==> src/rtl/alu_pkg.sv <==
// Shared ALU definitions: control encodings and datapath width used by the
// ALU and by anything that drives its operand/control bus.
package alu_pkg;

    localparam int XLEN       = 32;
    localparam int ALU_CTRL_W = 4;

    typedef enum logic [ALU_CTRL_W-1:0] {
        ALU_ADD  = 4'd0,
        ALU_SUB  = 4'd1,
        ALU_SLL  = 4'd2,
        ALU_SLT  = 4'd3,
        ALU_SLTU = 4'd4,
        ALU_XOR  = 4'd5,
        ALU_SRL  = 4'd6,
        ALU_SRA  = 4'd7,
        ALU_OR   = 4'd8,
        ALU_AND  = 4'd9
    } alu_ctrl_t;

endpackage

==> src/rtl/alu_rr_arbiter_if.sv <==
// Bundle of requester, ALU and response signals around the shared-ALU arbiter.
// Handshake: a transfer happens on a rising edge where valid && ready; ready may depend on valid.
interface alu_rr_arbiter_if
    import alu_pkg::*;
#(
    parameter int NUM_REQ = 4,
    parameter int XLEN_P  = XLEN
);
    localparam int ID_W = $clog2(NUM_REQ);

    logic [NUM_REQ-1:0]            req_valid;
    logic [NUM_REQ-1:0]            req_ready;
    logic [NUM_REQ*XLEN_P-1:0]     req_op_a;
    logic [NUM_REQ*XLEN_P-1:0]     req_op_b;
    logic [NUM_REQ*ALU_CTRL_W-1:0] req_ctrl;

    logic [XLEN_P-1:0]             alu_op_a;
    logic [XLEN_P-1:0]             alu_op_b;
    logic [ALU_CTRL_W-1:0]         alu_ctrl;
    logic [XLEN_P-1:0]             alu_result;
    logic                          alu_zero;

    logic                          rsp_valid;
    logic                          rsp_ready;
    logic [ID_W-1:0]               rsp_id;
    logic [XLEN_P-1:0]             rsp_result;
    logic                          rsp_zero;

    // Requesters, ALU and response consumer as seen from outside the arbiter.
    modport master (
        output req_valid, req_op_a, req_op_b, req_ctrl, alu_result, alu_zero, rsp_ready,
        input  req_ready, alu_op_a, alu_op_b, alu_ctrl, rsp_valid, rsp_id, rsp_result, rsp_zero
    );

    modport slave (
        input  req_valid, req_op_a, req_op_b, req_ctrl, alu_result, alu_zero, rsp_ready,
        output req_ready, alu_op_a, alu_op_b, alu_ctrl, rsp_valid, rsp_id, rsp_result, rsp_zero
    );

endinterface

==> src/rtl/alu_rr_arbiter_rr_pick.sv <==
// Combinational round-robin pick: first set valid bit at or after ptr, wrapping to bit 0.
// Uses a thermometer mask with two lowest-set-bit priority stages.
module rr_pick #(
    parameter int N  = 4,
    parameter int IW = $clog2(N)
) (
    input  logic [N-1:0]  valid,
    input  logic [IW-1:0] ptr,
    output logic [N-1:0]  grant,
    output logic [IW-1:0] idx
);

    logic [N-1:0] thermo;
    logic [N-1:0] masked;
    logic [N-1:0] pick_m;
    logic [N-1:0] pick_u;

    always_comb begin
        thermo = {N{1'b1}} << ptr;
        masked = valid & thermo;
        // x & -x isolates the lowest set bit.
        pick_m = masked & (~masked + N'(1));
        pick_u = valid & (~valid + N'(1));
        grant  = (|masked) ? pick_m : pick_u;
        idx    = '0;
        for (int i = 0; i < N; i++) begin
            if (grant[i]) idx = IW'(i);
        end
    end

endmodule

==> src/rtl/alu_rr_arbiter.sv <==
// Round-robin arbiter sharing one ALU among NUM_REQ requesters, with a one-entry
// response register tagged by requester ID. Priority pointer is visible on dbg_rr_ptr.
module alu_rr_arbiter
    import alu_pkg::*;
#(
    parameter int NUM_REQ = 4,
    parameter int XLEN_P  = XLEN
) (
    input  logic                       clk,
    input  logic                       rst_n,
    alu_rr_arbiter_if.slave            bus,
    output logic [$clog2(NUM_REQ)-1:0] dbg_rr_ptr
);

    localparam int ID_W = $clog2(NUM_REQ);

    logic [ID_W-1:0]    rr_ptr;
    logic [NUM_REQ-1:0] pick_grant;
    logic [ID_W-1:0]    win;
    logic [NUM_REQ-1:0] grant;
    logic               can_accept;
    logic               accept;

    rr_pick #(.N(NUM_REQ), .IW(ID_W)) u_pick (
        .valid (bus.req_valid),
        .ptr   (rr_ptr),
        .grant (pick_grant),
        .idx   (win)
    );

    // The response slot frees and refills in one cycle, so draining counts as space.
    assign can_accept    = !bus.rsp_valid || bus.rsp_ready;
    assign grant         = pick_grant & {NUM_REQ{can_accept && rst_n}};
    assign accept        = |grant;
    assign bus.req_ready = grant;
    assign dbg_rr_ptr    = rr_ptr;

    always_comb begin
        bus.alu_op_a = '0;
        bus.alu_op_b = '0;
        bus.alu_ctrl = ALU_ADD;
        if (accept) begin
            bus.alu_op_a = bus.req_op_a[win*XLEN_P +: XLEN_P];
            bus.alu_op_b = bus.req_op_b[win*XLEN_P +: XLEN_P];
            bus.alu_ctrl = bus.req_ctrl[win*ALU_CTRL_W +: ALU_CTRL_W];
        end
    end

    always_ff @(posedge clk) begin
        if (!rst_n) begin
            bus.rsp_valid  <= 1'b0;
            bus.rsp_id     <= '0;
            bus.rsp_result <= '0;
            bus.rsp_zero   <= 1'b0;
            rr_ptr         <= '0;
        end else if (accept) begin
            bus.rsp_valid  <= 1'b1;
            bus.rsp_id     <= win;
            bus.rsp_result <= bus.alu_result;
            bus.rsp_zero   <= bus.alu_zero;
            rr_ptr         <= (win == ID_W'(NUM_REQ - 1)) ? '0 : win + 1'b1;
        end else if (bus.rsp_valid && bus.rsp_ready) begin
            bus.rsp_valid  <= 1'b0;
        end
    end

endmodule

==> src/flat_wrapper.sv <==
// flat-port wrapper written by rule: the top's interface ports become plain ports
module alu_rr_arbiter_flat import alu_pkg::*;
#(
    parameter int NUM_REQ = 4,
    parameter int XLEN_P  = XLEN
)
  (clk, rst_n, dbg_rr_ptr, bus_req_valid, bus_req_op_a, bus_req_op_b, bus_req_ctrl, bus_alu_result, bus_alu_zero, bus_rsp_ready, bus_req_ready, bus_alu_op_a, bus_alu_op_b, bus_alu_ctrl, bus_rsp_valid, bus_rsp_id, bus_rsp_result, bus_rsp_zero);
  alu_rr_arbiter_if #(.NUM_REQ(NUM_REQ), .XLEN_P(XLEN_P)) bus_i ();
  input  logic clk;
  input  logic rst_n;
  output logic [$clog2(NUM_REQ)-1:0] dbg_rr_ptr;
  input wire logic [$bits(bus_i.req_valid)-1:0] bus_req_valid;
  input wire logic [$bits(bus_i.req_op_a)-1:0] bus_req_op_a;
  input wire logic [$bits(bus_i.req_op_b)-1:0] bus_req_op_b;
  input wire logic [$bits(bus_i.req_ctrl)-1:0] bus_req_ctrl;
  input wire logic [$bits(bus_i.alu_result)-1:0] bus_alu_result;
  input wire logic [$bits(bus_i.alu_zero)-1:0] bus_alu_zero;
  input wire logic [$bits(bus_i.rsp_ready)-1:0] bus_rsp_ready;
  output wire logic [$bits(bus_i.req_ready)-1:0] bus_req_ready;
  output wire logic [$bits(bus_i.alu_op_a)-1:0] bus_alu_op_a;
  output wire logic [$bits(bus_i.alu_op_b)-1:0] bus_alu_op_b;
  output wire logic [$bits(bus_i.alu_ctrl)-1:0] bus_alu_ctrl;
  output wire logic [$bits(bus_i.rsp_valid)-1:0] bus_rsp_valid;
  output wire logic [$bits(bus_i.rsp_id)-1:0] bus_rsp_id;
  output wire logic [$bits(bus_i.rsp_result)-1:0] bus_rsp_result;
  output wire logic [$bits(bus_i.rsp_zero)-1:0] bus_rsp_zero;
  assign bus_i.req_valid = bus_req_valid;
  assign bus_i.req_op_a = bus_req_op_a;
  assign bus_i.req_op_b = bus_req_op_b;
  assign bus_i.req_ctrl = bus_req_ctrl;
  assign bus_i.alu_result = bus_alu_result;
  assign bus_i.alu_zero = bus_alu_zero;
  assign bus_i.rsp_ready = bus_rsp_ready;
  assign bus_req_ready = bus_i.req_ready;
  assign bus_alu_op_a = bus_i.alu_op_a;
  assign bus_alu_op_b = bus_i.alu_op_b;
  assign bus_alu_ctrl = bus_i.alu_ctrl;
  assign bus_rsp_valid = bus_i.rsp_valid;
  assign bus_rsp_id = bus_i.rsp_id;
  assign bus_rsp_result = bus_i.rsp_result;
  assign bus_rsp_zero = bus_i.rsp_zero;
  alu_rr_arbiter #(.NUM_REQ(NUM_REQ), .XLEN_P(XLEN_P)) u_core (.clk(clk), .rst_n(rst_n), .bus(bus_i), .dbg_rr_ptr(dbg_rr_ptr));
endmodule
==> config.mk <==
export PLATFORM = sky130hd
export DESIGN_NAME = alu_rr_arbiter_flat
export DESIGN_NICKNAME = d
export VERILOG_FILES = /design/src/rtl/alu_pkg.sv /design/src/rtl/alu_rr_arbiter_if.sv /design/src/rtl/alu_rr_arbiter_rr_pick.sv /design/src/rtl/alu_rr_arbiter.sv /design/src/flat_wrapper.sv
export SDC_FILE = /design/constraint.sdc
export NUM_CORES = 1
export LEC_CHECK = 0
export CORE_AREA = 2 2 166 168
export CTS_CLUSTER_DIAMETER = 30
export DETAILED_ROUTE_END_ITERATION = 7
export DIE_AREA = 0 0 168 170
export DONT_BUFFER_PORTS = 1
export MAX_ROUTING_LAYER = met4
export PLACE_DENSITY_LB_ADDON = 0.05
export SYNTH_ARGS = -nofsm -noshare
export SYNTH_HDL_FRONTEND = slang
export SYNTH_SLANG_ARGS = --single-unit
==> constraint.sdc <==
create_clock -name clk -period 2.4 [get_ports clk]
set_clock_uncertainty 0.15 [all_clocks]
set_input_delay 0.48 -clock clk [delete_from_list [all_inputs] [get_ports clk]]
set_output_delay 0.48 -clock clk [all_outputs]
set_load 0.01 [all_outputs]
Word level (Yosys, flattened, before mapping)
Cells that the tools add are included.

Add/subtract/negate cells: 3. Shift-type cells: 4. Reduce and logical (&&, ||, !) cells: 7. Bitwise gates (word level): 6. Eq/ne operators: 1. Muxes and demuxes: 10.

Operators by type and width (count): variable part select 128 x 8 -> 32 bit (2); two-way mux 32 bit (2); AND 4 bit (4); variable part select 16 x 5 -> 4 bit (1); adder 4 x 1 -> 4 bit, second input constant (2); two-way mux 4 bit (2); NOT 4 bit (2); OR reduction 4 bit (2); two-way mux 2 bit (3); left shift 4 x 2 -> 4 bit, first input constant (1); two-way mux 1 bit (3); adder 2 x 1 -> 2 bit, second input constant (1); == test 2 bit, second input constant (1); logical AND 1 bit (2); nonzero test 2 bit (1); logical NOT 1 bit (1); logical OR 1 bit (1).

Register bits: 38. Bits of input ports: 312. Logic and storage cells: 36.

Depth between registers and ports, before layout
Gate-level depths: netlist of run 1.

Depth in word-level cells: 11. Gate-level depth with buffers: 9.

Hierarchy
Synthesis of run 1 repeated with hierarchy kept, for this count alone.

Cells, all modules: 373. Area total of the unflattened synthesis: 3849.9 um^2.

By module, submodules not included: alu_rr_arbiter (times used 1, cells each 342, area an instance 3653.5 um^2); rr_pick (times used 1, cells each 31, area an instance 196.4 um^2).

Worst setup path after synthesis of run 1
No wires, ideal clock.

Kind: input to output. Start: input bus_req_valid[2]. End: output bus_alu_op_a[28]. Stages on the path: 7. Path buffers: 3. Arrival: 1941 ps. Slack: -171 ps. Path through: buf_2 nor2b_4 a221oi_4 buf_4 buf_2 o221ai_1 a22oi_1.

Longest elaborated chain between the ends: 9.

RTL lines: start, declared (RTL line flat_wrapper.sv:12) `input wire logic [$bits(bus_i.req_valid)-1:0] bus_req_valid;`; AND 4 bit (RTL line alu_rr_arbiter_rr_pick.sv:20) `masked = valid & thermo;`; NOT 4 bit (RTL line alu_rr_arbiter_rr_pick.sv:22) `pick_m = masked & (~masked + N'(1));`; adder 4 x 1 -> 4 bit (RTL line alu_rr_arbiter_rr_pick.sv:22); AND 4 bit (RTL line alu_rr_arbiter_rr_pick.sv:22); two-way mux 4 bit * (RTL line alu_rr_arbiter_rr_pick.sv:24) `grant = (|masked) ? pick_m : pick_u;`; two-way mux 2 bit (2 in a row) (RTL line alu_rr_arbiter_rr_pick.sv:27) `if (grant[i]) idx = IW'(i);`; variable part select 128 x 8 -> 32 bit (RTL line alu_rr_arbiter.sv:43) `bus.alu_op_a = bus.req_op_a[win*XLEN_P +: XLEN_P];`; two-way mux 32 bit * (RTL line alu_rr_arbiter.sv:42) `if (accept) begin`; end, declared (RTL line flat_wrapper.sv:20) `output wire logic [$bits(bus_i.alu_op_a)-1:0] bus_alu_op_a;`.

Mark *: on every way between the ends. The rest lies on a longest branch, timed or not.

Worst setup path after layout of run 1
Start: register u_core.rr_ptr[1], in the netlist u_core.dbg_rr_ptr[1]. End: output bus_alu_op_a[3].

Longest elaborated chain between the ends: 11.

RTL lines: start, declared (RTL line alu_rr_arbiter.sv:17) `logic [ID_W-1:0] rr_ptr;`; start signal, assigned (RTL line alu_rr_arbiter.sv:61) `rr_ptr <= (win == ID_W'(NUM_REQ - 1)) ? '0 : win + 1'b1;`; left shift 4 x 2 -> 4 bit * (RTL line alu_rr_arbiter_rr_pick.sv:19) `thermo = {N{1'b1}} << ptr;`; AND 4 bit * (RTL line alu_rr_arbiter_rr_pick.sv:20); NOT 4 bit (RTL line alu_rr_arbiter_rr_pick.sv:22); adder 4 x 1 -> 4 bit (RTL line alu_rr_arbiter_rr_pick.sv:22); AND 4 bit (RTL line alu_rr_arbiter_rr_pick.sv:22); two-way mux 4 bit * (RTL line alu_rr_arbiter_rr_pick.sv:24); two-way mux 1 bit (RTL line alu_rr_arbiter_rr_pick.sv:27); two-way mux 2 bit (2 in a row) (RTL line alu_rr_arbiter_rr_pick.sv:27); variable part select 128 x 8 -> 32 bit (RTL line alu_rr_arbiter.sv:43); two-way mux 32 bit * (RTL line alu_rr_arbiter.sv:42).

Marked as above.

==> flow_summary.ini, run 1 <==
[run_status]
status = finished with violations
violations = setup timing

[sta]
whs_ns = 0.1887
timing_hold_violations_final = 0
finalCritPeriodShare_pct = 112.4
max_clock_freq_ghz = 0.3708
setup_ws_ns = -0.2971
grt_setup_unrepaired = true
endpoints_failing_setup = 70
period_needed_ns = 2.697
worst-slew-pin-transition_ns = 0.3879
relSlewSlack_pct = 73.86
max_slew_vio_count = 0

[synth]
yosys-top-cells-count = o221ai_1, nor2_1, nand2_1, o21ai_0, clkbuf_1
synth_mux_area_share_pct = 0.2084
synth_fp_nets = 929
synth-compound-area-share_pct = 60.56
netlist_top_cells_area = o221ai_1, dfxtp_1, o221ai_2, a22oi_2, o21ai_0
synthSimpleGateAreaFrac_pct = 13.96
synth_top_family_by_area = compound AO/OA/AOI/OAI gates
yosysSeqAreaShare_pct = 15.84
ys_async_sr_fraction_pct = 0
postSynthCellCount = 617
synth_area_in_xor_xnor_pct = 0
count_of_cell_types_in_the_netlist = 36
ys_seq_elements = 38
netlist_area_mm2 = 0.004803
synth_most_common_cell = o221ai_1
synth_largest_area_cell = o221ai_1
synth_area_per_cell_um2 = 7.785
synth_top_area_share_pct = 17.50
synth_top_flop_cell = dfxtp_1
synth-adder-area-share_pct = 0
synth-warning-count = 0
synth_edf_count = 0

[critical_path]
cell_type_of_the_slowest_stage_on_the_worst_timing_path = dfxtp_4
crit_family = compound AO/OA/AOI/OAI gates
timing_worst_setup_path_type = flip-flop to output pin
worst_r2r_startpoint = u_core.dbg_rr_ptr[1]
path_common_cell = buf_12
worst_setup_path_end_kind = output pin
cp.buffers_inverters = 3
crit_fanout = 10
critical_path_cell_list = buf_12 -> a21o_1 -> a221oi_4 -> buf_6 -> buf_12 -> o221ai_1 -> a22oi_2
worstSetupStartpointType = flip-flop
timing.critical_path.from = u_core.dbg_rr_ptr[1]
worst_ep_arrival_time_ns = 2.07
critPathRequiredTime_ns = 1.77
timing.critical_path.slowest_cell_delay_ns = 0.36

[job]
max_cap_viol_count = 0

[clocking]
clock-sinks = 38
clock_tree.htree_level_count = 2
max-clock-path-buffers = 2
numCtsBuffers = 5
cts_tree = built
clk-insertion-delay-late_ns = 0.27
cts_root_buffer = clkbuf_16
clk_pin_slew_ns = 0.06

[power_and_ir_drop]
power_per_cell_area_mw_per_mm2 = 487.1
leakagePower_nw = 2.071
worst_vdd_ir_mv = 0.2653

[routing]
detailedRoute.firstIterationViolations = 242
number_of_remaining_drc_errors = 0
avgRoutedWirePerCell_um = 26.05
via_count = 5561
ant_nets = 0
drt_first_pass_iters = 5
wirelength_mm = 25.69
route.detailed.vias_per_inst = 5.640

[layout]
area.growth.synth_to_final_pct = 50.72
layout.nets = 957
post_layout_nonfiller_instances = 986
filler_cell_count = 2843
antenna_cells_inserted = 0
drive_gt1_share_pct = 47.13

[die]
die_width_um = 168
overall_die_area_mm2 = 0.02856
core_region_area_mm2 = 0.02665
start_util_pct = 18.02
die_height_um = 170
design.portCount = 422
num_rows = 60

[placement]
post-place-cells = 940
detailedPlace.worstSlack_ns = -0.2160
detailed_place_hpwl_mm = 18.13
numPortBuffers = 0
gp_congestion = 0.8504

[global_routing]
grtUsageTotal_pct = 16.84
antenna_violations_before_repair = 0
grt_pass1_vias = 5727
grt_overflow_total = 0
grt_pass1_wl_mm = 35.96
largest_net_degree_at_the_start_of_global_routing = 46

[worst_hold_path]
hp-class = input port to flip-flop
min-delay-start = rst_n
worst paths after layout:
path                          endpoint  slack (ns)  cells after the start
max                    bus_alu_op_a[3]       -0.30                      7
max reg2reg       u_core.dbg_rr_ptr[1]        0.41                      9
min               u_core.bus.rsp_id[1]        0.19                      1
min reg2reg  u_core.bus.rsp_result[26]        0.36                      2
cells in the final DEF (no fill, tap or decap), types with 2 or more instances in the layout:
| cell | Yosys | layout |
|---|---|---|
| clkbuf_16 | 0 | 7 |
| a21boi_0 | 34 | 34 |
| nor2_1 | 76 | 73 |
| o221ai_2 | 40 | 81 |
| o21ai_1 | 1 | 5 |
| buf_4 | 7 | 45 |
| nor2_4 | 0 | 2 |
| buf_6 | 6 | 18 |
| nand2b_1 | 4 | 2 |
| buf_16 | 0 | 5 |
| o221ai_1 | 96 | 38 |
| o221ai_4 | 0 | 17 |
| a21oi_1 | 6 | 5 |
| buf_12 | 0 | 34 |
| a221oi_4 | 2 | 2 |
| dfxtp_4 | 0 | 2 |
| dfxtp_1 | 38 | 36 |
| a22oi_2 | 40 | 67 |
| o21ai_0 | 70 | 66 |
| a21o_1 | 2 | 2 |
| inv_2 | 0 | 2 |
| buf_8 | 0 | 3 |
| nand2b_4 | 0 | 2 |
| bufbuf_16 | 0 | 2 |
| nand2_1 | 72 | 71 |
through the flow:
step / setup TNS [ns] / cell area [um2] / total power (W) / util (%)
floorplan: -1.751 / 5056 / 0.001820 / -
global placement: -6.266 / 5823 / 0.002305 / 21.85
detailed placement: -6.460 / 5823 / 0.002317 / 21.85
CTS: -17.02 / 6815 / 0.003441 / 25.57
global route: -23.13 / 7239 / 0.003724 / 27.16
finish: -16.11 / 7239 / 0.003526 / 27.16
logic make-up after synthesis:
kind of cell | after synthesis
flops | 38
buf+inv | 92
mux | 1
compound gates | 325
simple gates | 161
sequential cells by signal, summed over array words and instances (netlist names):
| name | cells |
|---|---|
| u_core.dbg_rr_ptr | 2 |
| u_core.bus.rsp_valid | 1 |
| u_core.bus.rsp_id | 2 |
| u_core.bus.rsp_zero | 1 |
| u_core.bus.rsp_result | 32 |
layout make-up:
| cell class | count | area, um2 | share of cell area [%] |
|---|---|---|---|
| Sequential cell | 38 | 768.2 | 10.61 |
| Inverter | 4 | 17.52 | 0.2420 |
| Clock inverter | 1 | 30.03 | 0.4148 |
| Timing Repair Buffer | 109 | 1519 | 20.98 |
| Clock buffer | 6 | 138.9 | 1.918 |
| Tap cell | 341 | 426.7 | 5.894 |
| Multi-Input combinational cell | 487 | 4339 | 59.94 |
repair_timing:
action | 4_1_cts | 5_1_grt
buffers inserted | 25 | 8
pin swaps | 64 | 52
hold buffers | 0 | 0
gates resized for setup | 78 | 48
cloned | 6 | 2
setup endpoints to repair | 70 | 70
endpoints found under the hold margin | 0 | 0
routing by layer:
metal	share of wire (%)	routed length [um]	track usage (%)
met5	0	0	-
met4	1.7	426	3.100
met3	6.2	1598	3.326
met2	54	13880	31.51
met1	38	9779	18.63
report_power, final:
part / switching, W / internal (W)
Clock: 0.000252 / 0.000513
Sequential: 0.0000501 / 0.000673
Combinational: 0.00113 / 0.000912
Power figures use the tool's default switching activity.
==> run 2: changes to the inputs <==
- CTS_CLUSTER_DIAMETER: 30 -> 150
==> results of run 2 <==
No change in the layout: final DEF, timing and power equal those of run 1.
